<file path="src/rtl/mem_store_buffer_unit_if.sv">
// Bus bundle for the memory-stage store buffer: pipeline-side request/response
// signals plus the data-cache handshake. The unit uses the slave modport; the
// environment around it (pipeline and cache) uses the master modport.
interface mem_store_buffer_unit_if #(
  parameter int SB_DEPTH = 4,
  parameter int ADDR_W   = 32
);
  localparam int CNT_W = $clog2(SB_DEPTH) + 1;

  logic              mem_read_en;
  logic              mem_write_en;
  logic              fence;
  logic [ADDR_W-1:0] addr;
  logic [31:0]       write_data;
  logic [2:0]        func3;
  logic [31:0]       read_data;
  logic              mem_busywait;
  logic              misalign;
  logic [CNT_W-1:0]  sb_count;

  logic              dc_read;
  logic              dc_write;
  logic [ADDR_W-1:0] dc_addr;
  logic [31:0]       dc_writedata;
  logic [3:0]        dc_byte_en;
  logic [31:0]       dc_readdata;
  logic              dc_busywait;

  modport master (
    output mem_read_en, mem_write_en, fence, addr, write_data, func3,
    output dc_readdata, dc_busywait,
    input  read_data, mem_busywait, misalign, sb_count,
    input  dc_read, dc_write, dc_addr, dc_writedata, dc_byte_en
  );

  modport slave (
    input  mem_read_en, mem_write_en, fence, addr, write_data, func3,
    input  dc_readdata, dc_busywait,
    output read_data, mem_busywait, misalign, sb_count,
    output dc_read, dc_write, dc_addr, dc_writedata, dc_byte_en
  );
endinterface

</file>
<file path="src/rtl/mem_store_buffer_unit.sv">
// Memory-stage unit with a circular store buffer between the pipeline and the
// data cache. Stores retire into the buffer, younger loads forward from the
// youngest matching entry, and a small FSM drains entries or services load
// misses through the cache busywait handshake.
module mem_store_buffer_unit #(
  parameter int SB_DEPTH = 4,
  parameter int ADDR_W   = 32
) (
  input logic                    clk,
  input logic                    rst_n,
  mem_store_buffer_unit_if.slave bus
);

  localparam int PTR_W = $clog2(SB_DEPTH);
  localparam int CNT_W = PTR_W + 1;
  localparam int WA_W  = ADDR_W - 2;
  localparam logic [CNT_W-1:0] FULL = CNT_W'(SB_DEPTH);

  typedef enum logic [1:0] {IDLE, DRAIN, LOAD, LDONE} state_t;

  state_t            state;
  state_t            next_state;

  logic [WA_W-1:0]   sb_addr [SB_DEPTH];
  logic [31:0]       sb_data [SB_DEPTH];
  logic [3:0]        sb_be   [SB_DEPTH];
  logic [PTR_W-1:0]  head;
  logic [PTR_W-1:0]  tail;
  logic [CNT_W-1:0]  count;
  logic [31:0]       load_word;

  logic [1:0]        byte_off;
  logic [WA_W-1:0]   word_addr;
  logic              bad_func;
  logic              bad_align;
  logic [3:0]        need_be;
  logic [31:0]       lane_data;
  logic              misalign;
  logic              load_ok;
  logic              store_ok;

  logic              found;
  logic [PTR_W-1:0]  hit_idx;
  logic [PTR_W-1:0]  scan_idx;
  logic              covered;
  logic              fwd_hit;
  logic              partial;
  logic              miss_pending;
  logic              store_full;
  logic              enq;
  logic              pop;

  logic [31:0]       src_word;
  logic [7:0]        sel_byte;
  logic [15:0]       sel_half;
  logic [31:0]       read_data;

  logic              dc_read_q;
  logic              dc_write_q;
  logic [ADDR_W-1:0] dc_addr_q;
  logic [31:0]       dc_writedata_q;
  logic [3:0]        dc_byte_en_q;

  assign byte_off  = bus.addr[1:0];
  assign word_addr = bus.addr[ADDR_W-1:2];

  // Decode access size: lane enables, replicated store data and legality.
  always_comb begin
    bad_func  = 1'b0;
    bad_align = 1'b0;
    need_be   = 4'b0000;
    lane_data = 32'h0;
    case (bus.func3)
      3'b000: begin
        need_be   = 4'b0001 << byte_off;
        lane_data = {4{bus.write_data[7:0]}};
      end
      3'b001: begin
        bad_align = byte_off[0];
        need_be   = 4'b0011 << byte_off;
        lane_data = {2{bus.write_data[15:0]}};
      end
      3'b010: begin
        bad_align = (byte_off != 2'b00);
        need_be   = 4'b1111;
        lane_data = bus.write_data;
      end
      3'b100: begin
        bad_func = bus.mem_write_en;
        need_be  = 4'b0001 << byte_off;
      end
      3'b101: begin
        bad_func  = bus.mem_write_en;
        bad_align = byte_off[0];
        need_be   = 4'b0011 << byte_off;
      end
      default: bad_func = 1'b1;
    endcase
  end

  assign misalign = (bus.mem_read_en | bus.mem_write_en) & (bad_func | bad_align);
  assign load_ok  = bus.mem_read_en & ~misalign;
  assign store_ok = bus.mem_write_en & ~misalign;

  // Scan valid entries oldest to youngest so the last match is the youngest.
  always_comb begin
    found    = 1'b0;
    hit_idx  = head;
    scan_idx = head;
    for (int i = 0; i < SB_DEPTH; i++) begin
      scan_idx = head + PTR_W'(i);
      if ((CNT_W'(i) < count) && (sb_addr[scan_idx] == word_addr)) begin
        found   = 1'b1;
        hit_idx = scan_idx;
      end
    end
  end

  assign covered      = ((sb_be[hit_idx] & need_be) == need_be);
  assign fwd_hit      = load_ok & found & covered;
  assign partial      = load_ok & found & ~covered;
  assign miss_pending = load_ok & ~found;
  assign store_full   = store_ok & (count == FULL);
  assign enq          = store_ok & (count != FULL);
  assign pop          = (state == DRAIN) & ~bus.dc_busywait;

  assign bus.mem_busywait = store_full | partial
                          | (miss_pending & (state != LDONE))
                          | (bus.fence & ((count != '0) | (state != IDLE)));

  assign src_word = (state == LDONE) ? load_word
                  : (fwd_hit ? sb_data[hit_idx] : load_word);
  assign sel_byte = src_word[{byte_off, 3'b000} +: 8];
  assign sel_half = src_word[{byte_off[1], 4'b0000} +: 16];

  // Select and extend the loaded byte/half/word; illegal accesses read zero.
  always_comb begin
    read_data = 32'h0;
    if (load_ok) begin
      case (bus.func3)
        3'b000:  read_data = {{24{sel_byte[7]}}, sel_byte};
        3'b001:  read_data = {{16{sel_half[15]}}, sel_half};
        3'b010:  read_data = src_word;
        3'b100:  read_data = {24'h0, sel_byte};
        3'b101:  read_data = {16'h0, sel_half};
        default: read_data = 32'h0;
      endcase
    end
  end

  assign bus.read_data = read_data;
  assign bus.misalign  = misalign;
  assign bus.sb_count  = count;

  // Write an accepted store into the tail slot; stale slots are never read.
  always_ff @(posedge clk) begin
    if (enq) begin
      sb_addr[tail] <= word_addr;
      sb_data[tail] <= lane_data;
      sb_be[tail]   <= need_be;
    end
  end

  // Advance FIFO pointers and occupancy on enqueue and pop.
  always_ff @(posedge clk or negedge rst_n) begin
    if (!rst_n) begin
      head  <= '0;
      tail  <= '0;
      count <= '0;
    end else begin
      if (enq) tail <= tail + PTR_W'(1);
      if (pop) head <= head + PTR_W'(1);
      case ({enq, pop})
        2'b10:   count <= count + CNT_W'(1);
        2'b01:   count <= count - CNT_W'(1);
        default: count <= count;
      endcase
    end
  end

  // State register.
  always_ff @(posedge clk or negedge rst_n) begin
    if (!rst_n) state <= IDLE;
    else        state <= next_state;
  end

  // Next-state logic: a pending miss load wins over draining in IDLE.
  always_comb begin
    next_state = state;
    case (state)
      IDLE: begin
        if (miss_pending)        next_state = LOAD;
        else if (count != '0)    next_state = DRAIN;
      end
      DRAIN: if (!bus.dc_busywait) next_state = IDLE;
      LOAD:  if (!bus.dc_busywait) next_state = LDONE;
      LDONE: next_state = IDLE;
      default: next_state = IDLE;
    endcase
  end

  // Register cache request outputs from the upcoming state so they hold steady.
  always_ff @(posedge clk or negedge rst_n) begin
    if (!rst_n) begin
      dc_read_q      <= 1'b0;
      dc_write_q     <= 1'b0;
      dc_addr_q      <= '0;
      dc_writedata_q <= 32'h0;
      dc_byte_en_q   <= 4'h0;
    end else begin
      dc_read_q  <= (next_state == LOAD);
      dc_write_q <= (next_state == DRAIN);
      case (next_state)
        DRAIN: begin
          dc_addr_q      <= {sb_addr[head], 2'b00};
          dc_writedata_q <= sb_data[head];
          dc_byte_en_q   <= sb_be[head];
        end
        LOAD: begin
          dc_addr_q      <= {word_addr, 2'b00};
          dc_writedata_q <= 32'h0;
          dc_byte_en_q   <= 4'h0;
        end
        default: begin
          dc_addr_q      <= '0;
          dc_writedata_q <= 32'h0;
          dc_byte_en_q   <= 4'h0;
        end
      endcase
    end
  end

  // Capture the cache word at read completion for the LDONE cycle.
  always_ff @(posedge clk or negedge rst_n) begin
    if (!rst_n)                                  load_word <= 32'h0;
    else if ((state == LOAD) && !bus.dc_busywait) load_word <= bus.dc_readdata;
  end

  assign bus.dc_read      = dc_read_q;
  assign bus.dc_write     = dc_write_q;
  assign bus.dc_addr      = dc_addr_q;
  assign bus.dc_writedata = dc_writedata_q;
  assign bus.dc_byte_en   = dc_byte_en_q;

endmodule

</file>
<file path="src/flat_wrapper.sv">
// flat-port wrapper written by rule: the top's interface ports become plain ports
module mem_store_buffer_unit_flat 
#(
  parameter int SB_DEPTH = 4,
  parameter int ADDR_W   = 32
)
  (clk, rst_n, bus_mem_read_en, bus_mem_write_en, bus_fence, bus_addr, bus_write_data, bus_func3, bus_dc_readdata, bus_dc_busywait, bus_read_data, bus_mem_busywait, bus_misalign, bus_sb_count, bus_dc_read, bus_dc_write, bus_dc_addr, bus_dc_writedata, bus_dc_byte_en);
  mem_store_buffer_unit_if #(.SB_DEPTH(SB_DEPTH), .ADDR_W(ADDR_W)) bus_i ();
  input logic clk;
  input logic rst_n;
  input wire logic [$bits(bus_i.mem_read_en)-1:0] bus_mem_read_en;
  input wire logic [$bits(bus_i.mem_write_en)-1:0] bus_mem_write_en;
  input wire logic [$bits(bus_i.fence)-1:0] bus_fence;
  input wire logic [$bits(bus_i.addr)-1:0] bus_addr;
  input wire logic [$bits(bus_i.write_data)-1:0] bus_write_data;
  input wire logic [$bits(bus_i.func3)-1:0] bus_func3;
  input wire logic [$bits(bus_i.dc_readdata)-1:0] bus_dc_readdata;
  input wire logic [$bits(bus_i.dc_busywait)-1:0] bus_dc_busywait;
  output wire logic [$bits(bus_i.read_data)-1:0] bus_read_data;
  output wire logic [$bits(bus_i.mem_busywait)-1:0] bus_mem_busywait;
  output wire logic [$bits(bus_i.misalign)-1:0] bus_misalign;
  output wire logic [$bits(bus_i.sb_count)-1:0] bus_sb_count;
  output wire logic [$bits(bus_i.dc_read)-1:0] bus_dc_read;
  output wire logic [$bits(bus_i.dc_write)-1:0] bus_dc_write;
  output wire logic [$bits(bus_i.dc_addr)-1:0] bus_dc_addr;
  output wire logic [$bits(bus_i.dc_writedata)-1:0] bus_dc_writedata;
  output wire logic [$bits(bus_i.dc_byte_en)-1:0] bus_dc_byte_en;
  assign bus_i.mem_read_en = bus_mem_read_en;
  assign bus_i.mem_write_en = bus_mem_write_en;
  assign bus_i.fence = bus_fence;
  assign bus_i.addr = bus_addr;
  assign bus_i.write_data = bus_write_data;
  assign bus_i.func3 = bus_func3;
  assign bus_i.dc_readdata = bus_dc_readdata;
  assign bus_i.dc_busywait = bus_dc_busywait;
  assign bus_read_data = bus_i.read_data;
  assign bus_mem_busywait = bus_i.mem_busywait;
  assign bus_misalign = bus_i.misalign;
  assign bus_sb_count = bus_i.sb_count;
  assign bus_dc_read = bus_i.dc_read;
  assign bus_dc_write = bus_i.dc_write;
  assign bus_dc_addr = bus_i.dc_addr;
  assign bus_dc_writedata = bus_i.dc_writedata;
  assign bus_dc_byte_en = bus_i.dc_byte_en;
  mem_store_buffer_unit #(.SB_DEPTH(SB_DEPTH), .ADDR_W(ADDR_W)) u_core (.clk(clk), .rst_n(rst_n), .bus(bus_i));
endmodule
</file>
<file path="config.mk">
export PLATFORM = sky130hd
export DESIGN_NAME = mem_store_buffer_unit_flat
export DESIGN_NICKNAME = d
export VERILOG_FILES = /design/src/rtl/mem_store_buffer_unit_if.sv /design/src/rtl/mem_store_buffer_unit.sv /design/src/flat_wrapper.sv
export SDC_FILE = /design/constraint.sdc
export NUM_CORES = 1
export LEC_CHECK = 0
export CAP_MARGIN = 20
export CORE_MARGIN = 2
export CORE_UTILIZATION = 50
export CTS_CLUSTER_DIAMETER = 60
export DETAILED_ROUTE_END_ITERATION = 8
export PLACE_DENSITY = 0.74
export SLEW_MARGIN = 40
export SYNTH_ARGS = -nofsm -noshare
export SYNTH_HDL_FRONTEND = slang
export SYNTH_SLANG_ARGS = --single-unit
export TNS_END_PERCENT = 50
</file>
<file path="constraint.sdc">
create_clock -name clk -period 7.5 [get_ports clk]
set_input_delay 1.875 -clock clk [delete_from_list [all_inputs] [get_ports clk]]
set_output_delay 1.875 -clock clk [all_outputs]
set_load 0.1 [all_outputs]
</file>
==> results of run 1 <==
[critical path, cell delays in order]
cell and delay (ns):
buf_6 0.13, xnor2_2 0.12, buf_4 0.15, nand4_1 0.13
or4_4 0.58, nor4_4 0.37, buf_4 0.19, o41ai_4 0.07
buf_4 0.17, buf_4 0.14, o2bb2ai_2 0.15, o211ai_1 0.15
o211ai_4 0.15, or4b_4 0.62, buf_12 0.17, a21oi_2 0.10
a21bo_1 0.24, buf_12 0.16, a21oi_4 0.19, buf_12 0.19
[cell type report]
cell class / instances / area [um^2] / share of cell area
Multi-Input combinational cell: 1079 / 11400 / 0.393
Sequential cell: 373 / 10700 / 0.368
Timing Repair Buffer: 510 / 4680 / 0.161
Clock buffer: 45 / 1080 / 0.0374
Tap cell: 539 / 674 / 0.0233
Clock inverter: 31 / 378 / 0.0130
Inverter: 24 / 100 / 0.00346
Antenna cell: 3 / 7.51 / 0.000259
[metrics by stage]
step | std cells | cell area (um^2) | utilization
6_report | 2604 | 29000 | 0.692
5_1_grt | 2604 | 29000 | 0.692
4_1_cts | 2571 | 28100 | 0.672
3_5_place_dp | 2465 | 25800 | 0.616
3_3_place_gp | 2465 | 26100 | 0.624
2_1_floorplan | 1609 | 21800 | -
[worst max path at each step]
| stage | start | endpoint | slack (ns) |
|---|---|---|---|
| floorplan | bus_addr[3] | bus_read_data[21] | -0.32 |
| global placement | bus_addr[26] | bus_read_data[30] | -0.95 |
| detailed placement | bus_addr[26] | bus_read_data[29] | -1.01 |
| CTS | bus_addr[18] | bus_read_data[29] | -0.44 |
| global route | bus_addr[21] | bus_read_data[11] | -0.51 |
| finish | bus_addr[4] | bus_read_data[11] | -0.42 |
[logic make-up after synthesis]
| kind of cell | after synthesis | synth area share |
|---|---|---|
| AOI/OAI and AO/OA | 292 | 0.0999 |
| xor gates and xnor gates | 111 | 0.0459 |
| adders and majority gates | 11 | 0.00650 |
| buffers and inverters | 158 | 0.0355 |
| DFF | 373 | 0.503 |
| muxes | 320 | 0.220 |
| other | 1 | 0.000177 |
| and+or+nand+nor | 342 | 0.0895 |
[routing by layer]
metal	GRT usage	vias to the layer above
li1	-	7056
met1	0.425	8240
met3	0.0781	170
met4	0.102	4
met5	0	-
met2	0.478	946
[report_power, final]
group | internal, mW | switching (mW) | total, mW | leakage [nW]
clock | 1.25 | 0.904 | 2.15 | 0.712
combinational | 2.60 | 4.07 | 6.67 | 6.49
sequential | 2.58 | 0.238 | 2.82 | 3.81
total | 6.43 | 5.21 | 11.6 | 11.0
[synthesized netlist by cell type (all sizes together), types with 21 or more instances]
master,instances,share of area
edfxtp,264,0.37
mux2i,141,0.067
dfrtp,109,0.13
mux4,108,0.11
a21oi,84,0.020
xnor2,83,0.034
and2,79,0.023
clkbuf,79,0.014
mux2,71,0.038
nand2,67,0.012
nor2,67,0.012
buf,55,0.017
a22oi,41,0.015
o21ai,28,0.0066
xor2,28,0.012
a211oi,27,0.010
inv,23,0.0041
a31oi,21,0.0089
[state kept, by name, summed over array words and instances, names as in the netlist, 2 cells and up]
signal and flops:
u_core.sb_addr 120, u_core.bus.dc_writedata 32, u_core.bus.sb_count 3, u_core.bus.dc_byte_en 4
u_core.state 2, u_core.tail 2, u_core.head 2, u_core.sb_data 128
u_core.load_word 32, u_core.bus.dc_addr 30, u_core.sb_be 16
[what timing repair did]
item / 4_1_cts / 5_1_grt
setup endpoints to repair: 33 / 33
pin swaps: 51 / 70
gates cloned: 3 / 3
setup buffers: 30 / 33
endpoints found under the hold margin: 0 / 0
gates resized for setup: 184 / 155
==> results.py, run 1 <==
metrics = {
    "layout": {
        "fin_nets": 2145,
        "layout_commonest_cell": "edfxtp_1",
        "synthToLayoutAreaGrowth_pct": 36.7,
        "final_cell_mix": "edfxtp_1, buf_4, mux2i_1, mux4_2, dfrtp_1",
        "layout-drive-gt1-share": 0.434,
        "fillers": 2790,
    },
    "grt": {
        "grt.overflow.total": 0,
        "grt_pass1_wl_um": 101000,
        "grt_pass1_vias": 16309,
        "grt_use_total": 0.308,
        "antenna_found_initial": 6,
        "grt_max_degree": 65,
    },
    "logic_synthesis": {
        "synth_edf_count": 264,
        "synth-seq-cells": 373,
        "syn_area_per_cell_um2": 13.2,
        "synthArstFlopShare": 0.292,
        "syn_area_um2": 21200,
        "syn_inst": 1608,
        "synth_ff_type": "edfxtp_1",
        "yosys_warnings": 0,
        "ys_seq_area_frac": 0.503,
        "synth_cell_types": 88,
    },
    "sta": {
        "skew_ns": 0.0249,
        "fin_hold_ws_ns": 0.509,
        "rsz0062_at_grt": "true",
        "slew_headroom": 0.432,
        "finalHoldViolations": 0,
        "max_freq_ghz": 0.126,
        "final_max_slew_viol_count": 0,
        "min_period_over_period": 1.06,
        "tns_ns": -12.14,
        "setup_viol": 32,
        "worstMarginPinSlew_ns": 0.849,
        "fin_ws_ns": -0.420,
        "min_period_ns": 7.92,
    },
    "min_path": {
        "hp-class": "flip-flop to flip-flop",
        "hold_path_depth": 1,
        "hold_path_end": "u_core.load_word[10]$_DFFE_PN0P_",
        "hold_start": "u_core.load_word[10]$_DFFE_PN0P_",
    },
    "detailed_routing": {
        "top_layer_used": "met5",
        "dr.first_iter.drc_count": 2204,
        "wl_um": 69300,
        "drc": 0,
        "vias": 16416,
        "dr_wl_met2_um": 32700,
        "antenna_left": 0,
        "met3_length_um": 6900,
        "vias_per_cell": 6.30,
        "wirelength_met1_um": 27400,
        "first_pass_iters": 6,
        "wl_per_cell_um": 26.6,
    },
    "die": {
        "die_x_um": 210,
        "die-area_um2": 44000,
        "rows": 75,
        "core_um2": 41900,
        "start_util": 0.506,
        "die_h_um": 210,
        "ioPinCount": 212,
    },
    "critical_path": {
        "worst_setup_path_end_kind": "output port",
        "reg2reg_slack_ns": 2.20,
        "timing.rr.end": "u_core.bus.dc_addr[26]$_DFF_PN0_",
        "worst-r2r-cell-count": 17,
        "critPathRequiredTime_ns": 5.62,
        "crit_arrival_ns": 6.04,
        "r2r_start": "u_core.head[0]$_DFFE_PN0P_",
        "critPathKind": "primary input to output port",
        "cp-start-kind": "primary input",
        "cp_max_fo": 8,
    },
    "clock_network": {
        "clock_sinks": 373,
        "cts_buffers": 41,
        "cts_max_level": 2,
        "clockRootBuffer": "clkbuf_16",
        "ctsHoldBuffers": 0,
        "clk_latency_ns": 0.59,
        "clkTransAtPathRegs_ns": 0.06,
        "clk_path_buf_depth": 3,
        "cts_tree": "yes",
    },
    "power_and_ir_drop": {
        "power_leakage_nw": 11.0,
        "power_mw": 11.6,
        "peakVddDrop_mv": 0.481,
        "power_density_nw_per_um2": 402,
    },
    "run_status": {
        "violations": "setup timing",
        "status": "complete, but fails checks",
    },
    "run": {
        "maxCapViolations": 0,
    },
    "placed_design": {
        "place_congestion": 0.970,
        "dpl_worst_slack_ns": -1.01,
        "portBuffers": 209,
        "dpl.hpwl_um": 47600,
    },
}
No activity file was read; power rests on OpenSTA's default activity.
==> run 2, diff against run 1 <==
--- a/config.mk
+++ b/config.mk
@@ -8,6 +8,7 @@
 export CAP_MARGIN = 20
 export CORE_MARGIN = 2
 export CORE_UTILIZATION = 50
+export CTS_BUF_LIST = sky130_fd_sc_hd__clkbuf_4
 export CTS_CLUSTER_DIAMETER = 60
 export DETAILED_ROUTE_END_ITERATION = 8
 export PLACE_DENSITY = 0.74
==> run 2 against run 1 <==
  * The flow still finishes with violations (setup timing)
  * Combinational power rose by 1%
  * Non-clock buffer count rose by 17
  * Sequential power barely moved
  * Sequential cell count did not move
  * Via count rose by 3.3%
  * Global-route usage rose by 0.44 points
  * Critical path depth rose by 1
  * Sequential share of layout area rose by 0.070 points
  * Fmax fell by 0.84%
  * Cell area fell by 0.19%
  * Largest power group unchanged
==> results.py, run 2 (synthesis results as in run 1) <==
metrics = {
    "die": {
        "ioPinCount": 212,
        "die-area_um2": 44000,
        "start_util": 0.506,
        "core_um2": 41900,
        "rows": 75,
        "die_h_um": 210,
        "die_x_um": 210,
    },
    "sta": {
        "setup_viol": 32,
        "skew_ns": 0.0691,
        "finalHoldViolations": 0,
        "min_period_over_period": 1.06,
        "tns_ns": -13.38,
        "max_freq_ghz": 0.125,
        "worstMarginPinSlew_ns": 0.844,
        "slew_headroom": 0.435,
        "fin_hold_ws_ns": 0.522,
        "rsz0062_at_grt": "true",
        "final_max_slew_viol_count": 0,
        "min_period_ns": 7.99,
        "fin_ws_ns": -0.487,
    },
    "layout": {
        "synthToLayoutAreaGrowth_pct": 36.4,
        "final_cell_mix": "edfxtp_1, buf_4, clkbuf_4, mux2i_1, mux4_2",
        "layout_commonest_cell": "edfxtp_1",
        "top_regs": "u_core.sb_data: 128 flops, u_core.sb_addr: 120 flops",
        "largest-register": "u_core.sb_data",
        "layout-drive-gt1-share": 0.447,
        "fillers": 2827,
        "final_cell_count_no_fill": 2722,
        "largest_reg_flops": 128,
        "fin_nets": 2215,
        "fin_area_um2": 28900,
    },
    "power_and_ir_drop": {
        "power_leakage_nw": 11.2,
        "power_density_nw_per_um2": 391,
        "peakVddDrop_mv": 0.460,
    },
    "clock_network": {
        "ctsHoldBuffers": 0,
        "clkTransAtPathRegs_ns": 0.06,
        "clock_sinks": 373,
        "cts_tree": "yes",
        "cts_buffers": 93,
        "cts_max_level": 3,
        "clockRootBuffer": "clkbuf_4",
        "clk_path_buf_depth": 3,
        "clk_latency_ns": 0.85,
    },
    "grt": {
        "grt_use_total": 0.312,
        "grt.overflow.total": 0,
        "grt_pass1_vias": 16784,
        "antenna_found_initial": 4,
        "grt_pass1_wl_um": 103000,
        "grt_max_degree": 65,
    },
    "placed_design": {
        "place_congestion": 0.970,
        "dp_cells": 2465,
        "place_area_um2": 25800,
        "portBuffers": 209,
        "dpl.hpwl_um": 47600,
    },
    "critical_path": {
        "crit_arrival_ns": 6.11,
        "worst_setup_path_end_kind": "output port",
        "cp-start-kind": "primary input",
        "critPathKind": "primary input to output port",
        "critPathRequiredTime_ns": 5.62,
        "cp_max_fo": 26,
    },
    "detailed_routing": {
        "wl_um": 70100,
        "dr.first_iter.drc_count": 2109,
        "first_pass_iters": 5,
        "vias_per_cell": 6.23,
        "antenna_left": 0,
        "vias": 16952,
        "drc": 0,
        "wl_per_cell_um": 25.7,
    },
    "run_status": {
        "violations": "setup timing",
        "status": "complete, but fails checks",
    },
    "min_path": {
        "hp-class": "flip-flop to flip-flop",
    },
    "run": {
        "maxCapViolations": 0,
    },
}
## run 2: final timing paths
path	startpoint	end	depth (start not counted)	slack (ns)
setup reg to reg	u_core.head[0]$_DFFE_PN0P_	u_core.bus.dc_addr[10]$_DFF_PN0_	22	2.35
max in group asynchronous	rst_n	u_core.bus.dc_writedata[27]$_DFF_PN0_	2	5.35
hold / removal	u_core.load_word[22]$_DFFE_PN0P_	u_core.load_word[22]$_DFFE_PN0P_	1	0.52
min in group asynchronous	rst_n	u_core.bus.dc_byte_en[0]$_DFF_PN0_	1	1.05
hold reg to reg	u_core.load_word[22]$_DFFE_PN0P_	u_core.load_word[22]$_DFFE_PN0P_	1	0.52
setup / recovery	bus_addr[3]	bus_read_data[28]	21	-0.49
## run 2: repair_timing
action | CTS | global route
resized for setup | 196 | 120
buffers inserted | 39 | 40
cloned | 6 | 6
setup endpoints to repair | 33 | 33
pin swaps | 69 | 71
## run 2: per-layer routing
layer	global-route usage	wire, um	up-vias	share of wire
li1	-	-	7272	-
met1	0.437	27900	8450	0.40
met2	0.484	33000	1060	0.47
met3	0.0693	7050	170	0.10
met4	0.108	2100	0	0.030
met5	0	0	-	0
## run 2: area by class of cell
cell class,instances,area [um^2],share of cell area
Antenna cell,5,12.5,0.000433
Clock buffer,141,1060,0.0366
Clock inverter,33,161,0.00558
Inverter,24,100,0.00346
Multi-Input combinational cell,1080,11300,0.392
Sequential cell,373,10700,0.369
Tap cell,539,674,0.0233
Timing Repair Buffer,527,4910,0.170
## run 2: report_power, final
part | leakage [nW] | switching [mW] | total (mW) | internal [mW]
clock | 0.732 | 0.868 | 1.74 | 0.872
sequential | 3.81 | 0.230 | 2.81 | 2.58
combinational | 6.61 | 4.07 | 6.74 | 2.67
## run 2: worst max-delay path, stage by stage
cell and delay [ns]:
clkbuf_2 0.13, buf_6 0.14, buf_4 0.15, xnor2_1 0.37
nor4_4 0.06, a31oi_2 0.27, buf_4 0.16, nor3_2 0.03
buf_4 0.14, a31o_4 0.25, buf_4 0.14, a211oi_4 0.36
buf_4 0.27, buf_6 0.30, mux2i_1 0.14, a21oi_1 0.32
mux2_2 0.31, buf_4 0.13, nand2_1 0.08, a31oi_4 0.26
buf_12 0.20
## run 2: per-stage QoR
stage	util	worst slack (ns)	power, mW
finish	0.691	-0.487	11.3
floorplan	-	-0.320	6.88
global route	0.691	-0.609	11.7
detailed placement	0.616	-1.01	8.74
global placement	0.624	-0.952	8.82
CTS	0.673	-0.522	10.9
==> run 3, diff against run 2 <==
--- a/config.mk
+++ b/config.mk
@@ -12,6 +12,7 @@
 export CTS_CLUSTER_DIAMETER = 60
 export DETAILED_ROUTE_END_ITERATION = 8
 export PLACE_DENSITY = 0.74
+export SKIP_LAST_GASP = 1
 export SLEW_MARGIN = 40
 export SYNTH_ARGS = -nofsm -noshare
 export SYNTH_HDL_FRONTEND = slang
==> run 3 against run 2 <==
  * Combinational power down 3.6%
  * Cell area down 1.7%
  * Critical endpoint is now bus_read_data[24]
  * Global-route usage about the same
  * Largest cell class unchanged
  * Count of clock-buffer cells in the layout unchanged
  * Non-clock buffer count down 17
  * Routed wire length down 2.0%
  * Utilization down 1.2 points
  * First-iteration DRC count down 3.4%
  * Total power down 2.2%
  * The run still ends with setup timing left
  * Worst setup slack worse by 0.14 ns
  * Via count down 1.6%
  * Sequential share of layout area up 0.64 points
  * Largest power group unchanged
==> results.py, run 3 (synthesis results as in run 1) <==
metrics = {
    "run": {
        "maxCapViolations": 0,
    },
    "critical_path": {
        "timing.rr.end": "u_core.bus.dc_addr[26]$_DFF_PN0_",
        "reg2reg_slack_ns": 2.29,
        "critPathKind": "primary input to output port",
        "critical_path.max_stage_delay_ns": 0.43,
        "crit_arrival_ns": 6.25,
        "cp-start-kind": "primary input",
        "r2r_start": "u_core.head[1]$_DFFE_PN0P_",
        "crit_path_frequent_cell": "buf_4",
        "cp_max_fo": 5,
        "worst_setup_path_end_kind": "output port",
        "path_cells": "dlygate4sd2_1, buf_4, xnor2_4, buf_4, nand2_1, or4_4, nor4_4, buf_4, buf_4, o41ai_4, buf_4, buf_4, a21o_1, nand4_1, o211ai_1, nor4b_4, buf_6, buf_12, mux2i_4, a32oi_4, buf_6, buf_16, a31oi_4, buf_12",
        "slowest_stage": "or4_4",
        "critPathRequiredTime_ns": 5.62,
        "worst-r2r-cell-count": 18,
    },
    "sta": {
        "max_freq_ghz": 0.123,
        "slew_headroom": 0.446,
        "worstMarginPinSlew_ns": 0.831,
        "min_period_ns": 8.13,
        "fin_ws_ns": -0.628,
        "skew_ns": 0.0725,
        "min_period_over_period": 1.08,
        "rsz0062_at_grt": "true",
        "finalHoldViolations": 0,
        "final_max_slew_viol_count": 0,
        "setup_viol": 33,
    },
    "run_status": {
        "status": "complete, but fails checks",
        "violations": "setup timing",
    },
    "power_and_ir_drop": {
        "power_density_nw_per_um2": 389,
        "peakVddDrop_mv": 0.459,
        "power_leakage_nw": 10.9,
        "power_mw": 11.1,
    },
    "layout": {
        "top_regs": "u_core.sb_data: 128 flops, u_core.sb_addr: 120 flops",
        "synthToLayoutAreaGrowth_pct": 34.1,
        "final_cell_count_no_fill": 2706,
        "layout_commonest_cell": "edfxtp_1",
        "final_cell_mix": "edfxtp_1, buf_4, clkbuf_4, mux2i_1, mux4_2",
        "layout-drive-gt1-share": 0.424,
        "fillers": 2915,
        "largest_reg_flops": 128,
        "fin_nets": 2198,
        "largest-register": "u_core.sb_data",
    },
    "detailed_routing": {
        "wl_um": 68700,
        "vias_per_cell": 6.17,
        "vias": 16687,
        "wl_per_cell_um": 25.4,
        "antenna_left": 0,
        "drc": 0,
        "dr.first_iter.drc_count": 2037,
        "first_pass_iters": 6,
    },
    "die": {
        "core_um2": 41900,
        "ioPinCount": 212,
        "rows": 75,
        "die-area_um2": 44000,
        "die_h_um": 210,
        "die_x_um": 210,
        "start_util": 0.506,
    },
    "grt": {
        "grt.overflow.total": 0,
        "grt_max_degree": 65,
        "grt_pass1_wl_um": 103000,
        "grt_pass1_vias": 16747,
        "antenna_found_initial": 6,
        "grt_use_total": 0.312,
    },
    "clock_network": {
        "clk_path_buf_depth": 3,
        "cts_max_level": 3,
        "clock_sinks": 373,
        "clk_latency_ns": 0.85,
        "clkTransAtPathRegs_ns": 0.06,
        "ctsHoldBuffers": 0,
        "cts_tree": "yes",
        "cts_buffers": 93,
        "clockRootBuffer": "clkbuf_4",
    },
    "placed_design": {
        "dpl.hpwl_um": 47600,
        "portBuffers": 209,
        "dpl_worst_slack_ns": -1.01,
        "dp_cells": 2465,
        "place_congestion": 0.970,
    },
    "min_path": {
        "hold_start": "u_core.load_word[11]$_DFFE_PN0P_",
        "hp-class": "flip-flop to flip-flop",
        "hold_path_end": "u_core.load_word[11]$_DFFE_PN0P_",
        "hold_path_depth": 1,
    },
}
run 3: repair_timing:
item | CTS | global route
gates resized for setup | 188 | 30
cloned | 6 | 0
pin swaps | 60 | 20
endpoints found under the hold margin | 0 | 0
buffers inserted | 39 | 21
endpoints found under the setup margin | 33 | 33
run 3: critical path, delay by kind of cell:
family,cells,cell delay (ns)
AO/OA/AOI/OAI,5,0.69
XOR/XNOR,1,0.17
buffers and inverters,12,2.02
multiplexers,1,0.26
AND/OR/NAND/NOR,5,1.21
run 3: how the worst max path moves through the flow:
stage / startpoint / to
after floorplan: bus_addr[3] / bus_read_data[21]
after global placement: bus_addr[26] / bus_read_data[30]
after detailed placement: bus_addr[26] / bus_read_data[29]
after CTS: bus_addr[4] / bus_read_data[29]
after global routing: bus_addr[14] / bus_read_data[24]
final: bus_addr[26] / bus_read_data[24]
run 3: area by class of cell:
| cell class | instances | area (um^2) | area share |
|---|---|---|---|
| antenna | 6 | 15.0 | 0.000528 |
| clock buffer | 141 | 1060 | 0.0372 |
| clock inverter | 33 | 161 | 0.00568 |
| inverter | 24 | 98.8 | 0.00348 |
| multi-input combinational | 1080 | 11000 | 0.388 |
| sequential | 373 | 10700 | 0.375 |
| tap | 539 | 674 | 0.0237 |
| timing repair buffer | 510 | 4710 | 0.166 |
run 3: power breakdown:
group / internal, mW / total, mW / switching [mW]
combinational: 2.53 / 6.50 / 3.97
sequential: 2.58 / 2.81 / 0.231
clock: 0.872 / 1.74 / 0.866
run 3: metrics by stage:
step	utilization	hold WS (ns)	cell area, um^2	setup TNS, ns
after floorplan	-	0.477	21800	-7.66
after global placement	0.624	0.486	26100	-28.89
after detailed placement	0.616	0.496	25800	-31.41
after CTS	0.672	0.515	28100	-15.61
after global routing	0.679	0.530	28400	-22.81
final	0.679	0.519	28400	-17.83
run 3: layer usage:
layer / vias up / part of all wire / track usage
li1: 7231 / - / -
met1: 8363 / 0.40 / 0.436
met2: 929 / 0.47 / 0.485
met3: 162 / 0.098 / 0.0709
met4: 2 / 0.031 / 0.107
met5: - / 0.00019 / 0
